File: src/rtl/store_aligner_pkg.sv
// store_aligner_pkg: store size codes, lane formation and FIFO entry sizing
package store_aligner_pkg;
  localparam logic [2:0] SW = 3'b000;
  localparam logic [2:0] SH = 3'b001;
  localparam logic [2:0] SB = 3'b010;
  localparam int LANE_W = 36;
  typedef struct packed {
    logic [31:0] wdata;
    logic [3:0]  wstrb;
    logic        legal;
  } lane_t;
  function automatic lane_t lane_form(input logic [2:0] ctl, input logic [1:0] off, input logic [31:0] data);
    lane_t l;
    l.wdata = ctl == SW ? data : ctl == SH ? {2{data[15:0]}} : {4{data[7:0]}};
    l.wstrb = ctl == SW ? 4'b1111 : ctl == SH ? (off[1] ? 4'b1100 : 4'b0011) : 4'b0001 << off;
    l.legal = (ctl == SW && off == 2'b00) || (ctl == SH && !off[0]) || ctl == SB;
    return l;
  endfunction
endpackage

File: src/rtl/store_fifo.sv
// store_fifo: DEPTH x W synchronous FIFO with a registered head output
module store_fifo #(
  parameter int DEPTH = 2,
  parameter int W = 68
) (
  input  logic         clk,
  input  logic         rst_n,
  input  logic         push_i,
  input  logic [W-1:0] din_i,
  input  logic         pop_i,
  output logic         full_o,
  output logic         empty_o,
  output logic [W-1:0] head_o
);
  localparam int PW = $clog2(DEPTH);
  logic [W-1:0] mem_q [DEPTH];
  logic [PW-1:0] wr_q, wr_d, rd_q, rd_d;
  logic [PW:0] count_q, count_d;
  logic [W-1:0] head_q, head_d;
  logic push, pop;
  assign full_o = count_q == (PW+1)'(DEPTH);
  assign empty_o = count_q == '0;
  assign head_o = head_q;
  always_comb begin
    push = push_i && !full_o;
    pop = pop_i && !empty_o;
    wr_d = push ? wr_q + 1'b1 : wr_q;
    rd_d = pop ? rd_q + 1'b1 : rd_q;
    count_d = count_q + (PW+1)'(push) - (PW+1)'(pop);
    // an entry written this edge can already be the next head
    head_d = count_d == '0 ? head_q : (push && wr_q == rd_d) ? din_i : mem_q[rd_d];
  end
  always_ff @(posedge clk) if (push) mem_q[wr_q] <= din_i;
  always_ff @(posedge clk) begin
    if (!rst_n) begin
      wr_q <= '0;
      rd_q <= '0;
      count_q <= '0;
      head_q <= '0;
    end else begin
      wr_q <= wr_d;
      rd_q <= rd_d;
      count_q <= count_d;
      head_q <= head_d;
    end
  end
endmodule

File: src/rtl/store_aligner.sv
// store_aligner: lane-replicates CPU stores, buffers legal writes, flags misaligned ones
module store_aligner
  import store_aligner_pkg::*;
#(
  parameter int DEPTH = 2,
  parameter int AW = 32
) (
  input  logic          clk,
  input  logic          rst_n,
  input  logic          st_valid,
  output logic          st_ready,
  input  logic [2:0]    st_ctl,
  input  logic [AW-1:0] st_addr,
  input  logic [31:0]   st_data,
  output logic          mem_wvalid,
  input  logic          mem_wready,
  output logic [AW-1:0] mem_waddr,
  output logic [31:0]   mem_wdata,
  output logic [3:0]    mem_wstrb,
  output logic          misalign,
  output logic [AW-1:0] misalign_addr,
  output logic          busy
);
  localparam int EW = AW + LANE_W;
  lane_t ln;
  logic acc, full, empty, mis_d, mis_q;
  logic [AW-1:0] mis_addr_d, mis_addr_q;
  logic [EW-1:0] head;
  assign ln = lane_form(st_ctl, st_addr[1:0], st_data);
  assign st_ready = !full;
  assign acc = st_valid && st_ready;
  assign mem_wvalid = !empty;
  assign busy = !empty;
  assign mem_waddr = head[EW-1:LANE_W];
  assign mem_wdata = head[LANE_W-1:4];
  assign mem_wstrb = head[3:0];
  assign misalign = mis_q;
  assign misalign_addr = mis_addr_q;
  store_fifo #(.DEPTH(DEPTH), .W(EW)) u_fifo (
    .clk(clk),
    .rst_n(rst_n),
    .push_i(acc && ln.legal),
    .din_i({st_addr[AW-1:2], 2'b00, ln.wdata, ln.wstrb}),
    .pop_i(mem_wready),
    .full_o(full),
    .empty_o(empty),
    .head_o(head)
  );
  always_comb begin
    mis_d = acc && !ln.legal;
    mis_addr_d = mis_d ? st_addr : mis_addr_q;
  end
  always_ff @(posedge clk) begin
    if (!rst_n) begin
      mis_q <= 1'b0;
      mis_addr_q <= '0;
    end else begin
      mis_q <= mis_d;
      mis_addr_q <= mis_addr_d;
    end
  end
endmodule

File: config.mk
export PLATFORM = sky130hd
export DESIGN_NAME = store_aligner
export DESIGN_NICKNAME = d
export VERILOG_FILES = /design/src/rtl/store_aligner_pkg.sv /design/src/rtl/store_fifo.sv /design/src/rtl/store_aligner.sv
export SDC_FILE = /design/constraint.sdc
export NUM_CORES = 1
export LEC_CHECK = 0
export CORE_UTILIZATION = 48
export DETAILED_ROUTE_END_ITERATION = 12
export PLACE_DENSITY = 0.77
export SLEW_MARGIN = 5
export SYNTH_ARGS = -nofsm -noshare
export SYNTH_HDL_FRONTEND = slang
export SYNTH_SLANG_ARGS = --single-unit
File: constraint.sdc
create_clock -name clk -period 4.58 [get_ports clk]
set_input_delay 0.916 -clock clk [delete_from_list [all_inputs] [get_ports clk]]
set_output_delay 0.916 -clock clk [all_outputs]
set_load 0.1 [all_outputs]
==> run metrics <==
worst slew pin tran=~1.1 ns; Max FO, Critical Path=8; initial antenna violation count=0; Main synth FF type=edfxtp_1; via-per-instance ratio=~5.7; Die Width=roughly 150 um; Hold Slack=around 0.46 ns; Die Y=145 um; I/O Buffers=between 150 and 200; gr ovfl total=0; Yosys reg bits=roughly 240; Num CTS Buffers=24; worst rel slew slack=approximately 28%; io pins=between 150 and 200; Post-synth EDFFs=132; final wirelength=24600 um; GP Congestion=between 0.7 and 0.8; CP Capture Type=output port; hpwl dp=around 15000 um; synth warn=0; cts repair resizes=0; residual DRC count=0; total global routing track utilization=roughly 23%; n_diodes=0; LEAKAGE=0.00473 uW; Die Area=21100 um^2; Final Cycle Share=around 73%; critical path data arrival time=2.44 ns; Fmax=298 MHz; DR pass1 iterations=4; routed via count=about 7200; Post-Syn Area=9840 um^2; row count=52; Tmin final=3.36 ns; sequential area share after synthesis=between 60% and 70%; Layout area overhead=27.3%; Worst-Skew Late Latency=~0.51 ns; maximum vdd drop=about 0.00078 V; Final Hold Fails=0; Post-DRT Antenna Nets=0; vias in the first global route=around 7000; NumNets Final=about 1100; PwrDens=roughly 710 nW/um^2; Worst-path clk slew=around 0.06 ns; Gate Count Post-Synth=838; core area=roughly 20000 um^2; max cap viols=0; worst reg2reg path startpoint=u_fifo.count_q[1]; Avg Cell Area, Syn=around 12 um^2; Hold Path Class=reg2reg; clk_skew=approximately 0.016 ns; Iteration-0 DRC Markers=between 400 and 500; Cell variety after synth=40; layout cells sized above 1=6.91%; CTS tree=built; Final Setup Violations=0; CTS sink cnt=around 240; crit path launch type=flip-flop; setup TNS=0 ns; crit path from=u_fifo.count_q[1]; cts hold-fix bufs=0; min-delay src=u_fifo.head_o[4]; total setup buffers inserted after CTS=0; run status=completed; required time worst endpoint=3.66 ns; first-pass GRT wire length=between 30000 and 40000 um; fin. max-slew vios=0; largest net degree at the start of global routing=between 90 and 100; CTS max path bufs=3; Post-synth ARST share=0%; Starting Density=48.8%; CTS H-tree lvls=1; Clock Tree Root=clkbuf_16; RSZ-0062 raised after global routing=false; routed length per instance=between 15 and 20 um; Crit Path Class=reg2out
-- final cells by class --
cell class                      instances  area, um^2
Inverter                                2        7.51
Tap cell                              270         338
Clock inverter                          6        26.3
Multi-Input combinational cell        528        3500
Sequential cell                       235        6030
Timing Repair Buffer                  189        1930
Clock buffer                           38         694
Fill cell                            1609        7640
-- stage by stage --
step | area [um^2] | utilization [%] | setup slack [ns] | total power, uW | cells
detailed placement | 11800 | 58.5 | 0.910 | 7060 | 1224
finish | 12500 | 62.1 | 1.22 | 8840 | 1268
floorplan | 9850 | - | 0.763 | 6010 | 839
global placement | 11800 | 58.5 | 0.963 | 7010 | 1224
CTS | 12500 | 62.1 | 1.21 | 8880 | 1268
global route | 12500 | 62.1 | 1.15 | 9230 | 1268
-- flip-flops by register name, summed over array words and instances (netlist names) --
| signal | cells |
|---|---|
| u_fifo.mem_q | 132 |
| misalign_addr | 32 |
| u_fifo.count_q | 2 |
| u_fifo.head_o | 66 |
| misalign | 1 |
| u_fifo.wr_q | 1 |
| u_fifo.rd_q | 1 |
-- critical path, stage by stage (launching register included) --
cell and delay (ns):
dfxtp_1 0.55, or2_2 0.23, clkdlybuf4s50_1 1.14
-- synth_stat cells, types with 2 or more instances --
master	n	share of area, %
and2_1	3	0.19
buf_1	2	0.076
o221ai_1	66	5.9
a21boi_1	54	4.1
edfxtp_1	132	40
mux2i_1	74	7.5
nand3_1	69	3.5
buf_4	12	0.92
nand2_1	158	6.0
a21oi_1	2	0.10
xor2_1	2	0.18
dfxtp_1	103	21
o21a_1	2	0.15
and3_1	4	0.25
buf_2	27	1.4
o21ai_0	11	0.56
inv_1	2	0.076
nand2b_1	3	0.19
mux2_2	8	0.92
a21boi_0	44	3.4
or2_2	3	0.19
nor2_1	5	0.19
clkbuf_1	33	1.3
nor2b_1	3	0.19
-- where the power goes --
group          switching, uW  internal, uW  leakage, uW
clock network            770          1040     0.000352
registers                133          2480      0.00204
logic                   3040          1380      0.00234
-- kinds of logic (layout without fill, tap and decap cells) --
family,Yosys count,in the layout,synth area share [%]
AO/OA/AOI/OAI,186,186,14.9
XOR/XNOR,4,4,0.432
adder cells (fa/ha/maj),1,1,0.127
buffers and inverters,76,235,3.70
flip-flops,235,235,61.2
multiplexers,82,82,8.44
other,1,2,0.0381
AND/OR/NAND/NOR,253,253,11.1
-- cells in the final DEF, fill, tap and decap left out, types with 2 or more instances in the layout --
| master | instances |
|---|---|
| a21boi_1 | 54 |
| a21boi_0 | 44 |
| clkbuf_1 | 11 |
| o221ai_1 | 66 |
| nor2b_1 | 3 |
| inv_1 | 2 |
| buf_12 | 7 |
| clkinv_2 | 3 |
| or2_2 | 3 |
| a21oi_1 | 2 |
| o21ai_0 | 11 |
| nand2b_1 | 3 |
| nand2_1 | 158 |
| nor2_1 | 3 |
| edfxtp_1 | 132 |
| conb_1 | 2 |
| clkinv_1 | 3 |
| dfxtp_1 | 103 |
| and2_1 | 3 |
| xor2_1 | 2 |
| clkbuf_16 | 25 |
| nor2_4 | 2 |
| mux2_2 | 8 |
| nand3_1 | 68 |
| buf_4 | 10 |
| and3_1 | 3 |
| o21a_1 | 2 |
| clkbuf_8 | 2 |
| mux2i_1 | 74 |
| clkdlybuf4s50_1 | 171 |
-- final timing paths --
kind                            end  slack [ns]  cells past startpoint
setup reg to reg  u_fifo.head_o[26]        1.74                      8
setup / recovery               busy        1.22                      2
hold / removal     u_fifo.head_o[4]        0.46                      2
hold reg to reg    u_fifo.head_o[4]        0.46                      2
-- routing by layer --
metal | GRT usage, % | part of all wire [%] | vias up
li1 | - | - | 3385
met5 | 0 | 0 | -
met1 | 31.7 | 44 | 3523
met3 | 5.28 | 7.3 | 27
met2 | 37.4 | 47 | 235
met4 | 5.00 | 1.3 | 0
No activity file was read; power rests on OpenSTA's default activity.
